--- src/rtl/isqrt_arb_pkg.sv ---
// Shared widths, default sizing and tag-width helper for the isqrt arbiter slice.
package isqrt_arb_pkg;

    localparam int ISQRT_X_W           = 32;
    localparam int ISQRT_Y_W           = 16;
    localparam int N_REQ_DEF           = 3;
    localparam int MAX_OUTSTANDING_DEF = 16;

    function automatic int tag_w(input int n_req);
        return (n_req <= 2) ? 1 : $clog2(n_req);
    endfunction

endpackage

--- src/rtl/isqrt_arb_tag_fifo.sv ---
// In-order FIFO of requester tags, one entry per request in flight through the isqrt.
module isqrt_arb_tag_fifo #(
    parameter int DEPTH = 16,
    parameter int TAG_W = 2,
    localparam int CNT_W = $clog2(DEPTH + 1),
    localparam int PTR_W = (DEPTH > 1) ? $clog2(DEPTH) : 1
) (
    input  logic             clk,
    input  logic             rst,
    input  logic             push,
    input  logic [TAG_W-1:0] push_tag,
    input  logic             pop,
    output logic [TAG_W-1:0] head_tag,
    output logic             full,
    output logic             empty,
    output logic [CNT_W-1:0] count
);

    logic [TAG_W-1:0] mem [DEPTH];
    logic [PTR_W-1:0] wr_ptr_reg;
    logic [PTR_W-1:0] rd_ptr_reg;
    logic [CNT_W-1:0] count_reg;
    logic             do_push;
    logic             do_pop;

    assign full     = (count_reg == CNT_W'(DEPTH));
    assign empty    = (count_reg == '0);
    assign count    = count_reg;
    assign do_push  = push & ~full;
    assign do_pop   = pop & ~empty;
    assign head_tag = mem[rd_ptr_reg];

    function automatic logic [PTR_W-1:0] ptr_inc(input logic [PTR_W-1:0] p);
        return (p == PTR_W'(DEPTH - 1)) ? '0 : p + PTR_W'(1);
    endfunction

    always_ff @(posedge clk) begin
        if (do_push) begin
            mem[wr_ptr_reg] <= push_tag;
        end
    end

    always_ff @(posedge clk or negedge rst) begin
        if (!rst) begin
            wr_ptr_reg <= '0;
            rd_ptr_reg <= '0;
            count_reg  <= '0;
        end else begin
            if (do_push) wr_ptr_reg <= ptr_inc(wr_ptr_reg);
            if (do_pop)  rd_ptr_reg <= ptr_inc(rd_ptr_reg);
            case ({do_push, do_pop})
                2'b10:   count_reg <= count_reg + CNT_W'(1);
                2'b01:   count_reg <= count_reg - CNT_W'(1);
                default: count_reg <= count_reg;
            endcase
        end
    end

endmodule

--- src/rtl/isqrt_arbiter.sv ---
// Shares one pipelined isqrt between N_REQ requesters and routes results back by tag.
// Define ISQRT_ARBITER_FIXED_PRIO_EN for lowest-index-wins priority instead of round robin.
module isqrt_arbiter
    import isqrt_arb_pkg::*;
#(
    parameter int N_REQ           = N_REQ_DEF,
    parameter int MAX_OUTSTANDING = MAX_OUTSTANDING_DEF
) (
    input  logic                       clk,
    input  logic                       rst,
    input  logic [N_REQ-1:0]           req_vld,
    input  logic [N_REQ*ISQRT_X_W-1:0] req_x,
    output logic [N_REQ-1:0]           req_rdy,
    output logic [N_REQ-1:0]           rsp_vld,
    output logic [ISQRT_Y_W-1:0]       rsp_y,
    output logic                       isqrt_x_vld,
    output logic [ISQRT_X_W-1:0]       isqrt_x,
    input  logic                       isqrt_y_vld,
    input  logic [ISQRT_Y_W-1:0]       isqrt_y,
    output logic                       busy,
    output logic                       err
);

    localparam int TAG_W = tag_w(N_REQ);
    localparam int CNT_W = $clog2(MAX_OUTSTANDING + 1);

    logic [ISQRT_X_W-1:0] req_x_arr [N_REQ];
    logic [TAG_W-1:0]     grant_idx;
    logic                 grant_any;
    logic                 accept;
    logic                 pop;
    logic [TAG_W-1:0]     head_tag;
    logic                 fifo_full;
    logic                 fifo_empty;
    logic [CNT_W-1:0]     fifo_count;

    for (genvar gi = 0; gi < N_REQ; gi++) begin : g_unpack
        assign req_x_arr[gi] = req_x[gi*ISQRT_X_W +: ISQRT_X_W];
    end

`ifdef ISQRT_ARBITER_FIXED_PRIO_EN
    always_comb begin
        grant_idx = '0;
        grant_any = 1'b0;
        for (int k = N_REQ - 1; k >= 0; k--) begin
            if (req_vld[k]) begin
                grant_idx = TAG_W'(k);
                grant_any = 1'b1;
            end
        end
    end
`else
    logic [TAG_W-1:0] ptr_reg;
    logic [TAG_W-1:0] hi_idx;
    logic [TAG_W-1:0] lo_idx;
    logic             hi_any;
    logic             lo_any;

    // Lowest requester above the pointer wins; otherwise wrap to the lowest overall.
    always_comb begin
        hi_idx = '0;
        lo_idx = '0;
        hi_any = 1'b0;
        lo_any = 1'b0;
        for (int k = N_REQ - 1; k >= 0; k--) begin
            if (req_vld[k]) begin
                if (TAG_W'(k) > ptr_reg) begin
                    hi_any = 1'b1;
                    hi_idx = TAG_W'(k);
                end else begin
                    lo_any = 1'b1;
                    lo_idx = TAG_W'(k);
                end
            end
        end
        grant_any = hi_any | lo_any;
        grant_idx = hi_any ? hi_idx : lo_idx;
    end

    always_ff @(posedge clk or negedge rst) begin
        if (!rst) begin
            ptr_reg <= TAG_W'(N_REQ - 1);
        end else if (accept) begin
            ptr_reg <= grant_idx;
        end
    end
`endif

    // Gated on the registered count only: a same-cycle pop never frees a slot early.
    assign accept  = grant_any & rst & ~fifo_full;
    assign req_rdy = accept ? (N_REQ'(1) << grant_idx) : '0;
    assign pop     = isqrt_y_vld & ~fifo_empty;
    assign busy    = (fifo_count != '0) | isqrt_x_vld;

    isqrt_arb_tag_fifo #(
        .DEPTH (MAX_OUTSTANDING),
        .TAG_W (TAG_W)
    ) u_tag_fifo (
        .clk      (clk),
        .rst      (rst),
        .push     (accept),
        .push_tag (grant_idx),
        .pop      (pop),
        .head_tag (head_tag),
        .full     (fifo_full),
        .empty    (fifo_empty),
        .count    (fifo_count)
    );

    always_ff @(posedge clk or negedge rst) begin
        if (!rst) begin
            isqrt_x_vld <= 1'b0;
            isqrt_x     <= '0;
            rsp_vld     <= '0;
            rsp_y       <= '0;
            err         <= 1'b0;
        end else begin
            isqrt_x_vld <= accept;
            if (accept) begin
                isqrt_x <= req_x_arr[grant_idx];
            end
            rsp_vld <= pop ? (N_REQ'(1) << head_tag) : '0;
            if (pop) begin
                rsp_y <= isqrt_y;
            end
            if (isqrt_y_vld && fifo_empty) begin
                err <= 1'b1;
            end
        end
    end

endmodule
--- config.mk ---
export PLATFORM = sky130hd
export DESIGN_NAME = isqrt_arbiter
export DESIGN_NICKNAME = d
export VERILOG_FILES = /design/src/rtl/isqrt_arb_pkg.sv /design/src/rtl/isqrt_arb_tag_fifo.sv /design/src/rtl/isqrt_arbiter.sv
export SDC_FILE = /design/constraint.sdc
export NUM_CORES = 1
export LEC_CHECK = 0
export BUFFER_PORTS_ARGS = -buffer_cell sky130_fd_sc_hd__buf_4
export CAP_MARGIN = 15
export CELL_PAD_IN_SITES_DETAIL_PLACEMENT = 1
export CELL_PAD_IN_SITES_GLOBAL_PLACEMENT = 1
export CORE_ASPECT_RATIO = 0.6
export CORE_UTILIZATION = 41
export CTS_CLUSTER_SIZE = 40
export DETAILED_ROUTE_END_ITERATION = 10
export PLACE_DENSITY_LB_ADDON = 0.1
export SLEW_MARGIN = 20
export SYNTH_ARGS = -nofsm -noshare
export SYNTH_HDL_FRONTEND = slang
export SYNTH_SLANG_ARGS = --single-unit
--- constraint.sdc ---
create_clock -name clk -period 8.1 [get_ports clk]
set_input_delay 1.62 -clock clk [delete_from_list [all_inputs] [get_ports clk]]
set_output_delay 1.62 -clock clk [all_outputs]
set_load 0.1 [all_outputs]
# --- Word-level counts from Yosys, hierarchy flattened ---
# Memories as Yosys holds them, arrays and structs flattened.
# Index checks and enable logic that the tools add are counted.
totals:
  word_cells: 74
  mem_bits_ro: 0
  latch_bits: 0
  n_memories: 1
  output_inout_bits: 57
  regBits: 68
  mem_bits_rw: 32
memory_table:
  columns: ["memory", "words", "width", "read_ports", "rd_ports_with_merged_regs", "write_ports", "line", "source"]
  rows:
  - ["u_tag_fifo.mem", 16, 2, 1, 0, 1, "isqrt_arb_tag_fifo.sv:19", "logic [TAG_W-1:0] mem [DEPTH];"]
classes:
  n_addsub: 4
  shift: 2
  muxes: 35
  div_mod_pow: 0
  mul: 0
  magnitude_cmp: 4
  reduce_logical: 4
  eq_ne: 5
  bitwise_logic: 10
op_table:
  columns: ["op", "count"]
  rows:
  - ["binary-select mux 32 bit (select 2 bit)", 1]
  - ["two-way mux 32 bit", 2]
  - ["two-way mux 2 bit", 13]
  - ["two-way mux 1 bit", 14]
  - ["one-hot mux 5 bit (2 select lines)", 1]
  - ["adder 4 x 1 -> 4 bit (second input constant)", 2]
  - ["equality test 4 bit (second input constant)", 2]
  - ["two-way mux 4 bit", 2]
  - ["two-way mux 3 bit", 2]
  - ["<< shifter 1 x 2 -> 3 bit (first input constant)", 2]
  - ["adder 5 x 1 -> 5 bit (second input constant)", 1]
  - ["AND 1 bit", 5]
  - ["equality test 5 bit (second input constant)", 1]
  - ["logical NOT 5 bit", 1]
  - ["nonzero test 5 bit", 1]
  - ["subtractor 5 x 1 -> 5 bit (second input constant)", 1]
  - ["greater-than comparator 1 x 2 -> 1 bit (first input constant)", 2]
  - [">= comparator 3 bit (second input constant)", 1]
  - ["NOT 2 -> 3 bit", 1]
  - ["equality test 2 x 1 -> 1 bit (second input constant)", 1]
  - ["equality test 2 bit (second input constant)", 1]
  - ["greater-than comparator 2 bit (first input constant)", 1]
  - ["NOT 1 bit", 2]
  - ["OR 1 bit", 2]
  - ["other kinds (2)", 2]

# --- Logic depth before layout (Yosys ltp) ---
# Gate-level depths: netlist of run 1.
logic_depth:
  word_depth: 13
  ltp_mapped: 14

# --- Modules after synthesis ---
# Synthesis of run 1 repeated with hierarchy kept, for this count alone.
hier_totals:
  cells_unflattened: 493
  hier_area_um2: 5092.4
by_module_without_submodules:
  columns: ["module", "cells_per_inst", "seq_area_each_um2", "area_each_um2", "n_inst"]
  rows:
  - ["isqrt_arbiter", 338, 1377.6, 2980.4, 1]
  - ["isqrt_arb_tag_fifo", 155, 1286.2, 2112.0, 1]

# --- Worst setup path after synthesis of run 1 ---
# OpenSTA, ideal clock, no wires.
synth_path:
  path_type: "input to output"
  startpoint: "input port req_vld[2]"
  endpoint: "output port req_rdy[0]"
  arrival_ps: 4737
  setup_slack_ps: 1743
  required_ps: 6480
  stages: 6
  path_cell_list: "a21oi_1 > o21ai_0 > buf_2 > buf_2 > inv_1 > a211oi_1"
synth_via:
  word_cells_on_any_way: 26
  cone_classes: "shift (1); mux (22); bitwise (3)"
synth_lines:
  columns: ["element", "line", "source"]
  rows:
  - ["start: declaration", "isqrt_arbiter.sv:11", "input logic [N_REQ-1:0] req_vld,"]
  - ["two-way mux 2 bit / two-way mux 1 bit (equally long branches)", "isqrt_arbiter.sv:66", "if (req_vld[k]) begin"]
  - ["two-way mux 2 bit / two-way mux 1 bit (equally long branches)", "isqrt_arbiter.sv:67", "if (TAG_W'(k) > ptr_reg) begin"]
  - ["two-way mux 2 bit / two-way mux 1 bit (equally long branches)", "isqrt_arbiter.sv:66", null]
  - ["two-way mux 2 bit / two-way mux 1 bit (equally long branches)", "isqrt_arbiter.sv:67", null]
  - ["two-way mux 2 bit / two-way mux 1 bit (equally long branches)", "isqrt_arbiter.sv:66", null]
  - ["two-way mux 2 bit (*)", "isqrt_arbiter.sv:77", "grant_idx = hi_any ? hi_idx : lo_idx;"]
  - ["net grant_idx[0]", "isqrt_arbiter.sv:28", "logic [TAG_W-1:0] grant_idx;"]
  - ["<< shifter 1 x 2 -> 3 bit (*)", "isqrt_arbiter.sv:91", "assign req_rdy = accept ? (N_REQ'(1) << grant_idx) : '0;"]
  - ["two-way mux 3 bit (*)", "isqrt_arbiter.sv:91", null]
  - ["end: declaration", "isqrt_arbiter.sv:13", "output logic [N_REQ-1:0] req_rdy,"]
# The timed path passes the listed nets; every way through them passes the cells marked *.

# --- Worst setup path in the final report of run 1 ---
layout_path:
  startpoint: "input port rst"
  endpoint: "output port req_rdy[2]"
layout_via:
  elab_chain_cells: 3
layout_rtl:
  columns: ["element", "line", "source"]
  rows:
  - ["start: declaration", "isqrt_arbiter.sv:10", "input logic rst,"]
  - ["AND 1 bit (2 in a row)", "isqrt_arbiter.sv:90", "assign accept = grant_any & rst & ~fifo_full;"]
  - ["two-way mux 3 bit", "isqrt_arbiter.sv:91", null]
# Every way passes these cells.

==> results of run 1 <==
==> metal layers <==
layer / global-route usage / share of wire
met2: 0.3757 / 0.48
met5: 0 / 0
met1: 0.3143 / 0.45
met3: 0.06309 / 0.061
met4: 0.05474 / 0.0095
==> power groups by stage <==
stage / sequential [mW] / clock [mW] / combinational (mW)
global route: 0.798 / 0.432 / 1.28
global placement: 0.778 / 0 / 1.19
floorplan: 1.30 / 0 / 0.397
detailed placement: 0.788 / 0 / 1.21
CTS: 0.779 / 0.414 / 1.22
finish: 0.781 / 0.404 / 1.21
==> worst paths after layout <==
check	start	endpoint	slack [ns]	cells after the start
max	rst	req_rdy[2]	2.41	7
min	rsp_y[6]	rsp_y[6]	0.49	2
max reg2reg	u_tag_fifo.count[1]	u_tag_fifo.count[2]	4.03	11
min reg2reg	rsp_y[6]	rsp_y[6]	0.49	2
max in group asynchronous	rst	u_tag_fifo.wr_ptr_reg[0]	6.10	1
min in group asynchronous	rst	isqrt_x[11]	1.40	1
==> critical path, stage by stage <==
cell and delay (ns):
buf_4 0.68, o311ai_4 0.20, buf_4 0.32, inv_2 0.63, nand2_1 0.17, inv_1 0.10
buf_4 0.29
==> cell usage after synthesis, types with 2 or more instances <==
cell type / count / area, um^2
nand2_1: 90 / 337.8
dfrtp_1: 67 / 1677
mux2i_1: 35 / 350.3
nand3_1: 35 / 175.2
edfxtp_1: 32 / 960.9
o211ai_1: 32 / 240.2
and2_1: 13 / 81.33
o21ai_0: 11 / 55.05
buf_2: 10 / 50.05
clkbuf_1: 10 / 37.54
ha_1: 8 / 100.1
buf_4: 7 / 52.55
inv_1: 7 / 26.28
mux4_1: 7 / 183.9
a21oi_1: 6 / 30.03
nor2_1: 6 / 22.52
and3_1: 5 / 31.28
nor2b_1: 5 / 31.28
xnor2_1: 4 / 35.03
xor2_1: 4 / 35.03
a21o_1: 3 / 22.52
nand2b_1: 3 / 18.77
mux2_2: 2 / 22.52
nor3_1: 2 / 10.01
==> through the flow <==
| step | worst slack [ns] | instance area [um^2] | hold slack, ns | std cells |
|---|---|---|---|---|
| floorplan | 1.743 | 4818 | 0.4652 | 426 |
| global placement | 2.437 | 6211 | 0.4469 | 735 |
| detailed placement | 2.382 | 6211 | 0.4630 | 735 |
| CTS | 2.383 | 6487 | 0.4906 | 751 |
| global route | 2.149 | 6487 | 0.5143 | 751 |
| finish | 2.409 | 6487 | 0.4861 | 751 |
==> cell type report <==
type / count / area (um^2) / area share
clock inverter: 7 / 51.30 / 0.007907
clock buffer: 9 / 225.2 / 0.03472
timing repair buffer: 178 / 1336 / 0.2060
tap: 160 / 200.2 / 0.03086
inverter: 8 / 30.03 / 0.004629
multi-input combinational: 289 / 1981 / 0.3053
sequential: 100 / 2664 / 0.4106
==> cell families (layout without fill, tap and decap cells) <==
logic type                 Yosys count  after routing  synth area share
xor gates and xnor gates             8              8           0.01454
AOI/OAI and AO/OA                   62             62           0.09167
and+or+nand+nor                    166            166            0.1594
DFF                                100            100            0.5528
adders and majority gates            8              8           0.02077
buffers and inverters               37            202           0.04051
muxes                               45             45            0.1202
==> results.json, run 1 <==
{
  "status": "finished, final reports clean",
  "total_power_mw": 2.394,
  "drt-total-wl_um": 13790,
  "fin_crit_ns": 5.691,
  "antenna_found_initial": 0,
  "final_max_slew_viol_count": 0,
  "postRouteAntennaNets": 0,
  "synth_warnings": 0,
  "fmax_mhz": 175.7,
  "finish.net_count": 712,
  "clk_latency_ns": 0.35,
  "tns_ns": 0,
  "hpwl_um": 10140,
  "skew_ns": 0.008454,
  "io_pins": 175,
  "die_h_um": 85.97,
  "start_kind": "input port",
  "grt-ovfl-total": 0,
  "synth.avg_cell_area_um2": 11.31,
  "drc": 0,
  "seqPwrFrac": 0.326,
  "post-route-util": 0.5704,
  "critical_path_class": "input port to output pin",
  "path_clk_slew_ns": 0.07,
  "synth_cells": 426,
  "design.die.area_um2": 12200,
  "synthToLayoutAreaGrowth_pct": 34.64,
  "synth_cell_types": 46,
  "clock_power_share": 0.169,
  "hp-class": "register to register",
  "start_util": 0.4237,
  "htree_num_levels": 3,
  "port_buffers": 174,
  "worstPathMaxFanout": 69,
  "cts_sinks": 100,
  "track_usage": 0.2328,
  "place_congestion": 0.7970,
  "peakVddDrop_mv": 0.1561,
  "cp-end-kind": "output pin",
  "diodes": 0,
  "p_per_area_nw_per_um2": 369.1,
  "drive_gt1_frac": 0.3486,
  "grt_max_degree": 70,
  "maxCapViolations": 0,
  "cts_resized": 0,
  "swShare": 0.5022,
  "tritoncts": "yes",
  "drtIter0Drc": 192,
  "cts_setup_buffers": 0,
  "hold_viol": 0,
  "grt_pass1_vias": 3940,
  "ctsHoldBuffers": 0,
  "rsz0062_at_grt": "false",
  "clock-root-buffer": "clkbuf_16",
  "vias_per_cell": 5.190,
  "grt_pass1_wl_um": 21350,
  "post_drt_wl_per_cell_um": 18.36,
  "max_slew_margin": 0.3863,
  "ys_ff_latch": 100,
  "layout_commonest_cell": "buf_4",
  "design.core.area_um2": 11370,
  "switching_power_mw": 1.202,
  "synthFlopType": "dfrtp_1",
  "leakage_nw": 3.075,
  "reg.largest.list": "isqrt_x (32), u_tag_fifo.mem (32), rsp_y (16)",
  "p_int_mw": 1.192,
  "synth_fp_nets": 552,
  "async_flop_share": 0.6800,
  "synth_area_um2": 4818,
  "p_comb_frac": 0.505,
  "synth_edf_count": 32,
  "fillCellCount": 1217,
  "final_cell_mix": "178 x buf_4, 90 x nand2_1, 67 x dfrtp_1",
  "yosysSeqAreaShare": 0.5528,
  "vias": 3898,
  "required_ns": 6.48,
  "period_share": 0.7026,
  "die_w_um": 142.0,
  "setup_violations": 0,
  "worstMarginPinSlew_ns": 0.9206,
  "numCtsBuffers": 9,
  "drtPass1Iterations": 4,
  "num_rows": 30,
  "arrival_ns": 4.07,
  "clockBufferDepth": 2
}
Power figures use the tool's default switching activity.
==> inputs of run 2 (changes only) <==
Settings changed: CORE_UTILIZATION 41 to 34.
Clock period 8.1 ns to 5.2 ns, I/O delays scaled along.
==> run 2 against run 1 <==
Sequential cell count unchanged. Via count up 0.21%. Clock power up 80%. Largest cell class unchanged. Global-route usage down 4.4 points. Clock-buffer cell count up 3. Critical endpoint is now req_rdy[1]. Routed wire length down 0.56%. Combinational power up 55%. Die area up 20%. Setup slack worse by 0.76 ns. Worst hold slack worse by 0.00083 ns. Register-to-register slack worse by 2.4 ns. Highest routed layer unchanged. Final area up 1.7%.
==> results.json, run 2 (synthesis results as in run 1) <==
{
  "worstMarginPinSlew_ns": 0.8929,
  "port_buffers": 174,
  "reg.largest.list": "isqrt_x (32), u_tag_fifo.mem (32), rsp_y (16)",
  "worstPathMaxFanout": 40,
  "holdPathStages": 2,
  "antenna_found_initial": 0,
  "holdPathEnd": "rsp_y[2]",
  "timing.rr.end": "u_tag_fifo.count[4]",
  "drc": 0,
  "period_share": 0.6824,
  "postRouteAntennaNets": 0,
  "fillCellCount": 1495,
  "io_pins": 175,
  "ctsHoldBuffers": 0,
  "cts_sinks": 100,
  "diodes": 0,
  "vias": 3906,
  "p_per_area_nw_per_um2": 578.1,
  "design.die.area_um2": 14670,
  "place_congestion": 0.7390,
  "drt-total-wl_um": 13710,
  "required_ns": 4.16,
  "total_power_mw": 3.813,
  "grt_max_degree": 69,
  "final_max_slew_viol_count": 0,
  "clk_latency_ns": 0.35,
  "cts_setup_buffers": 0,
  "drive_gt1_frac": 0.3508,
  "cpMostUsedCell": "buf_4",
  "drtPass1Iterations": 4,
  "status": "finished, final reports clean",
  "clock-root-buffer": "clkbuf_16",
  "slowest_stage": "nor4_1",
  "vias_per_cell": 4.976,
  "tritoncts": "yes",
  "arrival_ns": 2.51,
  "reg2reg_from": "u_tag_fifo.count[2]",
  "hp-start": "rsp_y[2]",
  "path_clk_slew_ns": 0.07,
  "die_h_um": 94.21,
  "cp-end-kind": "output pin",
  "path_buf_inv": 2,
  "peakVddDrop_mv": 0.2148,
  "track_usage": 0.1889,
  "start_kind": "register",
  "numCtsBuffers": 9,
  "tns_ns": 0,
  "max_stage_delay_ns": 0.46,
  "htree_num_levels": 3,
  "fmax_mhz": 281.8,
  "grt-ovfl-total": 0,
  "rsz0062_at_grt": "false",
  "hp-class": "register to register",
  "reg2reg_slack_ns": 1.67,
  "cp_cell_sequence": "nor4_1, nand2_1, o311ai_4, buf_4, nor2_1, buf_4",
  "critical_path_class": "register to output pin",
  "max_slew_margin": 0.4047,
  "post_drt_wl_per_cell_um": 17.46,
  "num_rows": 33,
  "cts_resized": 0,
  "clockBufferDepth": 2,
  "crit_family": "simple AND/OR/NAND/NOR gates",
  "layout_commonest_cell": "buf_4",
  "final_cell_mix": "180 x buf_4, 90 x nand2_1, 67 x dfrtp_1",
  "skew_ns": 0.01009,
  "drtIter0Drc": 131,
  "grt_pass1_vias": 3956,
  "start_util": 0.3504,
  "finish.net_count": 714,
  "hold_viol": 0,
  "r2r_cells": 12,
  "synthToLayoutAreaGrowth_pct": 36.90,
  "design.core.area_um2": 13750,
  "fin_crit_ns": 3.548,
  "maxCapViolations": 0,
  "leakage_nw": 3.111,
  "hpwl_um": 10010,
  "grt_pass1_wl_um": 21120,
  "die_w_um": 155.7,
  "setup_violations": 0
}
[run 2: how the worst max path moves through the flow]
stage / slack [ns] / startpoint / endpoint / cells past startpoint
after detailed placement: 1.69 / req_vld[1] / req_rdy[2] / 6
final: 1.65 / u_tag_fifo.count[2] / req_rdy[1] / 6
after global routing: 1.46 / u_tag_fifo.count[2] / u_tag_fifo.count[4] / 12
after global placement: 1.77 / rst / req_rdy[2] / 6
after floorplan: 0.003 / req_vld[2] / req_rdy[0] / 6
after CTS: 1.62 / u_tag_fifo.count[2] / req_rdy[2] / 7
[run 2: tightest hold or removal path, stage by stage, from the launching register on]
cell	delay (ns)
dfrtp_1	0.34
nand2_1	0.05
nand2_1	0.06
[run 2: layout make-up]
class / instances / area (um^2) / share of cell area
inverter: 8 / 30.03 / 0.004552
clock inverter: 4 / 52.55 / 0.007967
tap: 192 / 240.2 / 0.03642
clock buffer: 12 / 277.8 / 0.04211
sequential: 100 / 2664 / 0.4038
multi-input combinational: 289 / 1981 / 0.3003
timing repair buffer: 180 / 1351 / 0.2049
[run 2: per-stage QoR]
step / hold slack [ns] / worst slack (ns) / util / cells / cell area (um^2)
detailed placement: 0.4688 / 1.686 / 0.4557 / 769 / 6266
floorplan: 0.4652 / 0.003238 / - / 426 / 4818
global route: 0.4988 / 1.459 / 0.4798 / 785 / 6596
global placement: 0.4600 / 1.772 / 0.4557 / 769 / 6266
CTS: 0.4851 / 1.617 / 0.4798 / 785 / 6596
finish: 0.4853 / 1.652 / 0.4798 / 785 / 6596
[run 2: metal layers]
metal  vias up  GRT usage  share of wire
met5         -          0              0
met3        11    0.04935          0.049
li1       1845          -              -
met1      1950     0.2555           0.47
met2       100     0.3012           0.47
met4         0    0.04820         0.0087
[run 2: where the power goes]
group / total (mW) / internal [mW] / switching [mW]
clock network: 0.728 / 0.430 / 0.297
logic: 1.88 / 0.510 / 1.37
registers: 1.21 / 1.02 / 0.189
==> inputs of run 3 (changes only) <==
Settings changed: CORE_UTILIZATION 34 to 38.
Clock period 5.2 ns to 3.49 ns, I/O delays scaled along.
==> run 3 against run 2 <==
Sequential share of layout area grew 0.12 points. Sequential cell count is the same. Combinational power grew 49%. Core utilization grew 5.8 points. Register-to-register slack lost 0.92 ns. First-iteration DRC count grew 36%. Largest cell class unchanged. Largest power group unchanged.
==> results.json, run 3 (synthesis results as in run 1) <==
{
  "place_area_um2": 6275,
  "worstMarginPinSlew_ns": 0.8825,
  "gr-usage-met3": 0.06173,
  "final_area_um2": 6576,
  "grt-ovfl-total": 0,
  "vias": 3862,
  "place_congestion": 0.7520,
  "clk_latency_ns": 0.35,
  "hp-class": "register to register",
  "required_ns": 2.79,
  "worst-path-stages": 8,
  "fmax_mhz": 344.5,
  "grt_pass1_wl_um": 21400,
  "leakage_nw": 3.117,
  "postRouteAntennaNets": 0,
  "vias_per_cell": 5.068,
  "holdPathStages": 2,
  "design.core.area_um2": 12220,
  "p_comb_frac": 0.499,
  "port_buffers": 174,
  "drtPass1Iterations": 4,
  "path_buf_inv": 4,
  "cts_setup_buffers": 0,
  "grt_most_used_layer": "met2",
  "arrival_ns": 2.20,
  "worstPathMaxFanout": 19,
  "final_max_slew_viol_count": 0,
  "grt_max_degree": 69,
  "antenna_found_initial": 0,
  "start_util": 0.3944,
  "use_met2": 0.3478,
  "r2r_cells": 11,
  "rsz0062_at_grt": "false",
  "tns_ns": 0,
  "crit_family": "simple AND/OR/NAND/NOR gates",
  "status": "finished, final reports clean",
  "use_met1": 0.2881,
  "numCtsBuffers": 9,
  "swShare": 0.4914,
  "cp_cell_sequence": "nor4_1, nand2_1, o311ai_4, buf_4, inv_2, nand2_1, inv_1, buf_4",
  "multiInputGateArea_um2": 1993,
  "regArea_um2": 2664,
  "drtIter0Drc": 178,
  "drt-total-wl_um": 13750,
  "worst_hold_slack_ns": 0.4794,
  "final_cell_mix": "184 x buf_4, 90 x nand2_1, 67 x dfrtp_1",
  "ctsHoldBuffers": 0,
  "peakVddDrop_mv": 0.3150,
  "htree_num_levels": 3,
  "drive_gt1_frac": 0.3568,
  "tritoncts": "yes",
  "hpwl_um": 9960,
  "reg.largest.list": "isqrt_x (32), u_tag_fifo.mem (32), rsp_y (16)",
  "num_rows": 31,
  "io_pins": 175,
  "clockBufferDepth": 2,
  "hold_viol": 0,
  "period_share": 0.8317,
  "design.die.area_um2": 13150,
  "switching_power_mw": 2.773,
  "critical_path_class": "register to output pin",
  "path_clk_slew_ns": 0.07,
  "clock-root-buffer": "clkbuf_16",
  "max_slew_margin": 0.4116,
  "cts_sinks": 100,
  "diodes": 0,
  "p_int_mw": 2.870,
  "finish.net_count": 718,
  "cts_resized": 0,
  "track_usage": 0.2144,
  "post_drt_wl_per_cell_um": 18.04,
  "cp-end-kind": "output pin",
  "seqPwrFrac": 0.321,
  "setup_violations": 0,
  "drc": 0,
  "clock_power_share": 0.181,
  "die_h_um": 89.23,
  "synthToLayoutAreaGrowth_pct": 36.48,
  "skew_ns": 0.009129,
  "post-route-util": 0.5382,
  "max_stage_delay_ns": 0.48,
  "fin_crit_ns": 2.902,
  "layout_commonest_cell": "buf_4",
  "fillCellCount": 1355,
  "p_per_area_nw_per_um2": 858.0,
  "maxCapViolations": 0,
  "grt_pass1_vias": 3984,
  "slowest_stage": "dfrtp_1",
  "start_kind": "register",
  "die_w_um": 147.4
}
==> run 3: power by group through the flow <==
stage	Combinational [mW]	Clock [mW]	Sequential (mW)
after floorplan	0.926	0	3.01
after global placement	2.78	0	1.80
after detailed placement	2.83	0	1.83
after CTS	2.84	1.05	1.81
after global routing	2.97	1.09	1.85
final	2.81	1.02	1.81
==> run 3: worst min-delay path, stage by stage, from the launching register on <==
cell and delay (ns):
dfrtp_1 0.34, nand2_1 0.05, nand2_1 0.06
==> run 3: cell type report <==
class                      count  share of cell area
sequential                   100              0.4051
timing repair buffer         184              0.2100
inverter                       8            0.004566
clock inverter                 5            0.008752
multi-input combinational    289              0.3031
tap                          165             0.03139
clock buffer                  11             0.03710
==> run 3: stage by stage <==
stage	cells	power [mW]	setup WS [ns]
3_5_place_dp	746	4.657	0.8433
6_report	762	5.642	0.5875
3_3_place_gp	746	4.580	0.9513
4_1_cts	762	5.697	0.5506
5_1_grt	762	5.904	0.4258
2_1_floorplan	426	3.933	0.2365
==> run 3: worst paths after layout <==
kind	startpoint	end	slack, ns
max reg2reg	u_tag_fifo.count[1]	u_tag_fifo.count[4]	0.75
min	rsp_y[15]	rsp_y[15]	0.48
min reg2reg	rsp_y[15]	rsp_y[15]	0.48
max	u_tag_fifo.count[1]	req_rdy[2]	0.59
max in group asynchronous	rst	u_tag_fifo.wr_ptr_reg[2]	2.29
min in group asynchronous	rst	u_tag_fifo.rd_ptr_reg[0]	0.63
==> run 3: per-layer routing <==
layer	part of all wire	wire (um)
met5	0	0
met4	0.0074	102
met3	0.055	750
met2	0.48	6639
met1	0.45	6253
